**src/rtl/cache_pkg.sv**
```systemverilog
// Shared types and line geometry for the I/D cache-to-burst-memory arbiter.
package cache_pkg;

  localparam int BEAT_W = 64;
  localparam int BEATS  = 4;
  localparam int LINE_W = BEAT_W * BEATS;

  typedef enum logic [1:0] {
    IDLE,
    RD_BURST,
    WR_BURST,
    DONE
  } arb_state_t;

  typedef enum logic {
    REQ_ICACHE,
    REQ_DCACHE
  } req_t;

endpackage

```
**src/rtl/cache_arbiter.sv**
```systemverilog
// Round-robin arbiter multiplexing icache line reads and dcache line reads/writebacks
// onto a single burst-memory port; one line per grant, BEATS beats per line.
module cache_arbiter #(
  parameter int ADDR_W = 32,
  parameter int BEAT_W = cache_pkg::BEAT_W,
  parameter int BEATS  = cache_pkg::BEATS
) (
  input  logic                      clk,
  input  logic                      rst,

  input  logic [ADDR_W-1:0]         icache_address,
  input  logic                      icache_read,
  output logic [BEAT_W*BEATS-1:0]   icache_rdata,
  output logic                      icache_resp,

  input  logic [ADDR_W-1:0]         dcache_address,
  input  logic                      dcache_read,
  input  logic                      dcache_write,
  input  logic [BEAT_W*BEATS-1:0]   dcache_wdata,
  output logic [BEAT_W*BEATS-1:0]   dcache_rdata,
  output logic                      dcache_resp,

  output logic [ADDR_W-1:0]         bmem_address,
  output logic                      bmem_read,
  output logic                      bmem_write,
  output logic [BEAT_W-1:0]         bmem_wdata,
  input  logic [BEAT_W-1:0]         bmem_rdata,
  input  logic                      bmem_resp
);

  import cache_pkg::*;

  localparam int CNT_W = (BEATS > 1) ? $clog2(BEATS) : 1;
  localparam logic [CNT_W-1:0]  LAST_BEAT  = CNT_W'(BEATS - 1);
  localparam logic [ADDR_W-1:0] ALIGN_MASK = ~ADDR_W'(32'h1f);

  arb_state_t               state_q, state_d;
  logic [CNT_W-1:0]         beat_q, beat_d;
  req_t                     last_q, owner_q, grant_port;
  logic                     do_grant, grant_wr;
  logic [ADDR_W-1:0]        addr_q;
  logic [BEAT_W*BEATS-1:0]  wdata_q;
  logic [BEAT_W*BEATS-1:0]  line_q;

  logic i_pend, d_pend;
  assign i_pend = icache_read;
  assign d_pend = dcache_read | dcache_write;

  always_comb begin
    state_d    = state_q;
    beat_d     = beat_q;
    do_grant   = 1'b0;
    grant_port = REQ_ICACHE;
    grant_wr   = 1'b0;
    case (state_q)
      IDLE: begin
        if (i_pend || d_pend) begin
          do_grant = 1'b1;
          if (i_pend && d_pend)
            grant_port = (last_q == REQ_ICACHE) ? REQ_DCACHE : REQ_ICACHE;
          else
            grant_port = d_pend ? REQ_DCACHE : REQ_ICACHE;
          // read+write together on dcache is resolved as a writeback
          grant_wr = (grant_port == REQ_DCACHE) && dcache_write;
          state_d  = grant_wr ? WR_BURST : RD_BURST;
          beat_d   = '0;
        end
      end
      RD_BURST, WR_BURST: begin
        if (bmem_resp) begin
          if (beat_q == LAST_BEAT) begin
            beat_d  = '0;
            state_d = DONE;
          end else begin
            beat_d = beat_q + 1'b1;
          end
        end
      end
      DONE:    state_d = IDLE;
      default: state_d = IDLE;
    endcase
  end

  always_ff @(posedge clk) begin
    if (rst) begin
      state_q <= IDLE;
      beat_q  <= '0;
      last_q  <= REQ_ICACHE;
      owner_q <= REQ_ICACHE;
      addr_q  <= '0;
      wdata_q <= '0;
      line_q  <= '0;
    end else begin
      state_q <= state_d;
      beat_q  <= beat_d;
      if (do_grant) begin
        owner_q <= grant_port;
        last_q  <= grant_port;
        addr_q  <= ((grant_port == REQ_DCACHE) ? dcache_address : icache_address) & ALIGN_MASK;
        if (grant_wr)
          wdata_q <= dcache_wdata;
      end
      if ((state_q == RD_BURST) && bmem_resp)
        line_q[beat_q*BEAT_W +: BEAT_W] <= bmem_rdata;
    end
  end

  always_comb begin
    bmem_read    = (state_q == RD_BURST);
    bmem_write   = (state_q == WR_BURST);
    bmem_address = (bmem_read || bmem_write) ? addr_q : '0;
    bmem_wdata   = bmem_write ? wdata_q[beat_q*BEAT_W +: BEAT_W] : '0;
    icache_resp  = (state_q == DONE) && (owner_q == REQ_ICACHE);
    dcache_resp  = (state_q == DONE) && (owner_q == REQ_DCACHE);
    icache_rdata = line_q;
    dcache_rdata = line_q;
  end

endmodule

```
**config.mk**
```make
export PLATFORM = sky130hd
export DESIGN_NAME = cache_arbiter
export DESIGN_NICKNAME = d
export VERILOG_FILES = /design/src/rtl/cache_pkg.sv /design/src/rtl/cache_arbiter.sv
export SDC_FILE = /design/constraint.sdc
export NUM_CORES = 1
export LEC_CHECK = 0
export BUFFER_PORTS_ARGS = -buffer_cell sky130_fd_sc_hd__buf_2
export CAP_MARGIN = 20
export CORE_AREA = 2 2 395 397
export CTS_BUF_LIST = sky130_fd_sc_hd__clkbuf_16
export CTS_CLUSTER_SIZE = 30
export DETAILED_ROUTE_END_ITERATION = 10
export DIE_AREA = 0 0 397 399
export HOLD_SLACK_MARGIN = 0.08
export PLACE_DENSITY_LB_ADDON = 0.2
export SLEW_MARGIN = 20
export SYNTH_ARGS = -nofsm -noshare
export SYNTH_HDL_FRONTEND = slang
export SYNTH_SLANG_ARGS = --single-unit
```
**constraint.sdc**
```tcl
create_clock -name clk -period 5.2 [get_ports clk]
set_input_delay 0.78 -clock clk [delete_from_list [all_inputs] [get_ports clk]]
set_output_delay 0.78 -clock clk [all_outputs]
set_load 0.01 [all_outputs]
```
After elaboration in Yosys (flattened, before gate mapping) --
Cells that the tools add are included.
Cells by class: reductions and logical operators 13, shift operators 3, muxes and demuxes 24, bitwise logic cells 2, equality and inequality tests 7, $add $sub $neg 2
Operator list (count):
- $bwmux 256 | 1
- $shift 64x34->256 const A | 1
- $shiftx 256x9->64 | 1
- $shiftx 64x34->256 | 1
- $mux 32 | 2
- $mux 64 | 1
- $neg 8->34 | 1
- $mux 2 | 7
- $mux 1 | 11
- $eq 2x2->1 const B | 3
- $ne 2x2->1 const B | 3
- $pmux 2 s3 | 1
- $reduce_and 3->1 | 2
- $logic_and 1x1->1 | 5
- $pmux 2 s2 | 1
- $add 2x1->2 const B | 1
- $eq 2x1->1 const B | 1
- $logic_not 2->1 | 1
- $logic_or 1x1->1 | 2
- $reduce_and 2->1 | 1
- $reduce_bool 2->1 | 1
- $reduce_or 2->1 | 1
- $not 1->1 | 1
- $or 1x1->1 | 1
Word-level totals: output and inout port bits 612, flip-flop bits (word level) 544, bits of input ports 390

Longest topological paths before layout --
depth in word-level cells 9, depth in mapped cells 10

Least setup slack after synthesis --
No wires, ideal clock.
path type register -> output, start point register beat_q[0], end point output port bmem_wdata[35], path slack 2.829 ns, data required time 4.420 ns, path buffers 3, arrival time 1.591 ns, stages on the path, launching flop included 6, cell sequence dfxtp_1 -> buf_4 -> buf_6 -> buf_4 -> mux4_2 -> and2_1
Between the ends: longest elaborated chain between the ends 2
Ends and longest elaborated chain:
- start, declared | line cache_arbiter.sv:38 | logic [CNT_W-1:0] beat_q, beat_d;
- start signal, assigned | line cache_arbiter.sv:95 | beat_q <= beat_d;
- $shiftx 256x9->64 | line cache_arbiter.sv:112 | bmem_wdata = bmem_write ? wdata_q[beat_q*BEAT_W +: BEAT_W] : '0;
- $mux 64 | line cache_arbiter.sv:112
- end, declared | line cache_arbiter.sv:26 | output logic [BEAT_W-1:0] bmem_wdata,
No other way between the ends.

Final worst setup path --
start point register beat_q[0], end point output port bmem_wdata[4]
Same word-level chain as after synthesis.

==> run summary <==
Outcome -> complete, no violations
GRT Resource Usage Total -> 13.6%
Layout cells sized above 1 -> 40.2%
Post-Synth Simple-Gate Area -> 17.1%
HPWL Detailed -> 83,500 um
Clock insertion delay at the later pin of the skew report -> 0.65 ns
Clock tree buffer depth -> 3
CP arrival -> 2.93 ns
Ys Warns -> 0
Fin Hold WS -> 0.360 ns
Post-Synth Adder-Cell Area -> 0.533%
Num CTS Buffers -> 73
Total Wirelength -> 114,000 um
P_sw -> 4.68 mW
Iter 0 DRT Violations -> 1,196
Register area share after synthesis -> 46.4%
MaxCap Viol Count -> 0
Final setup fails -> 0
Die height -> 399 um
Die Area -> 158,000 sq um
P per Cell Area -> 431 nW/um^2
Htree depth -> 3
Synth Area in Compound Gates -> 16.9%
Leak -> 13.4 nW
Post-CTS setup buffer count -> 0
Critical path fanouts, max -> 31
Layout area overhead -> 30.9%
Post-synthesis mux area share -> 6.27%
Std-Cell Rows -> 144
Hold Buf Count CTS -> 0
Worst EP required -> 4.42 ns
Worst Setup Start Kind -> flip-flop
Worst Hold Class -> in -> reg
Residual DRC -> 0
Yosys reg bits -> 544
Worst slew pin tran -> 1.06 ns
Ports -> 1,002
DR vias -> 21,000
Vias in the first global route -> 20,100
Pre-antenna DRT Iters -> 8
Max-slew violations -> 0
First-pass GRT wire length -> 155,000 um
Port bufs -> 986
GPL Wtd Cong -> 0.807
Setup TNS -> 0 ns
Final #Nets -> 3,652
Synth area leader -> dfxtp_1
Largest net degree at the start of global routing -> 118
CTS tree -> done
Via density -> 3.91
Combinational power share -> 26.6%
Antenna violations before repair -> 41
Cell Area, Synth -> 23,500 sq um
WL/cell -> 21.2 um
Synth area leaders -> dfxtp_1 (46%), buf_4 (9.2%), nand2_1 (8.7%), mux4_2 (6.1%), a21oi_1 (6.1%)
Minimum clock period -> 3.71 ns
Xor and xnor area share after synthesis -> 0%
Setup Skew -> 0.0174 ns
Synth Area per Inst -> 8.99 sq um
Crit path kind -> reg -> out
CTS clk-pin slew, worst paths -> 0.05 ns
Worst slew margin -> 29.6%
Main combinational cell family by area after synthesis -> simple AND/OR/NAND/NOR gates
Overflow after GRT -> 0
Clk sinks -> 544
Distinct cells, synth -> 36
Synthesized instance count -> 2,610
Final Hold Fails -> 0
Clock root buffer -> clkbuf_16
Yosys top cell area share -> 46.4%
Seq pwr share -> 37.9%
Clock Power Share -> 35.5%
Initial Util -> 15.3%
Sw Share -> 35.3%
Internal -> 8.57 mW
Core area -> 154,000 sq um
Period utilisation layout -> 71.4%
RSZ-0062 raised after global routing -> no
Maximum vdd ir drop -> 0.285 mV
Die Span X -> 397 um
Post-cts repair resize count -> 0
Max Fclk -> 269 MHz
Antenna viol nets, final -> 0
CP endpoint kind -> output pin
power by group through the flow:
stage          logic [mW]  clock network (mW)  registers [mW]
2_1_floorplan        2.44                   0            4.96
3_3_place_gp         3.62                   0            5.11
3_5_place_dp         3.62                   0            5.12
4_1_cts              3.63                4.93            5.03
5_1_grt              3.93                5.06            5.09
6_report             3.52                4.70            5.02
routing by layer:
layer  track usage (%)  wire length (um)
met1              16.9             47900
met2              22.3             54100
met3              3.91              8360
met4              4.66              3280
met5                 0               127
worst max-delay path: stages, from the launching register on:
cell,delay [ns]
dfxtp_4,0.81
buf_12,0.35
mux4_2,0.67
and2_1,0.24
buf_2,0.15
area by class of cell:
| type | count | area (sq um) |
|---|---|---|
| inverters | 5 | 21.3 |
| multi-input cells | 1600 | 9670 |
| flip-flops and latches | 544 | 10900 |
| repair buffers | 1028 | 5350 |
| fillers | 17400 | 123000 |
| clock buffers | 73 | 1830 |
| well taps | 2044 | 2560 |
| clock inverters | 55 | 339 |
| diodes | 24 | 60.1 |
through the flow:
step                area, sq um  cells  setup WS, ns  util, %  total power, mW
floorplan                 23500   2614          2.83        -             7.41
global placement          28500   5221          2.05     18.5             8.73
detailed placement        28500   5221          2.01     18.5             8.74
CTS                       30700   5349          1.27     20.0             13.6
global route              30700   5360          1.24     20.0             14.1
finish                    30700   5373          1.49     20.0             13.2
flip-flops by register name (all words and copies together) (netlist names):
register      flops
addr_q           27
beat_q            2
wdata_q         256
state_q           2
owner_q           1
dcache_rdata    256
logic make-up after synthesis:
kind of cell    count (synthesis)
compound gates                574
mux                            67
flops                         544
other cells                     1
buf+inv                       470
simple gates                  944
fa+ha+maj                      10
placed cells by master (no fill, tap or decap), types with 4 or more instances in the layout:
master       n
nand2_1    543
buf_12       7
a21oi_1    286
nor2_1     227
a211oi_1    27
a22oi_2     70
diode_2     24
buf_2      985
dfxtp_1    542
conb_1       5
a22oi_1    187
ha_1         9
and2_1      93
nand3_4      4
nand2b_1     4
inv_1       23
buf_4       35
clkinv_1    21
nor2_2      60
clkinv_2     5
clkbuf_16   73
mux4_2      64
synth_stat cells (all sizes together):
cell type / instances
a311oi: 1
ha: 10
clkbuf: 108
mux2i: 2
buf: 357
dfxtp: 544
or2: 1
nand2: 545
conb: 1
nor2b: 2
a21oi: 286
o21ai: 1
nor2: 288
nor3: 2
nand4bb: 1
inv: 5
mux4: 64
o211ai: 1
nor3b: 1
nand3: 4
a21boi: 1
mux2: 1
nand2b: 4
a211oi: 27
nor4: 2
and2: 94
a22oi: 257
worst paths after layout:
| path | from | to | cells past startpoint | slack [ns] |
|---|---|---|---|---|
| min reg2reg | wdata_q[148] | wdata_q[148] | 2 | 0.45 |
| max reg2reg | beat_q[1] | dcache_rdata[4] | 7 | 2.15 |
| max | beat_q[0] | bmem_wdata[4] | 4 | 1.49 |
| min | dcache_wdata[240] | wdata_q[240] | 3 | 0.36 |
Note: power is estimated with default switching activity, not from simulation.
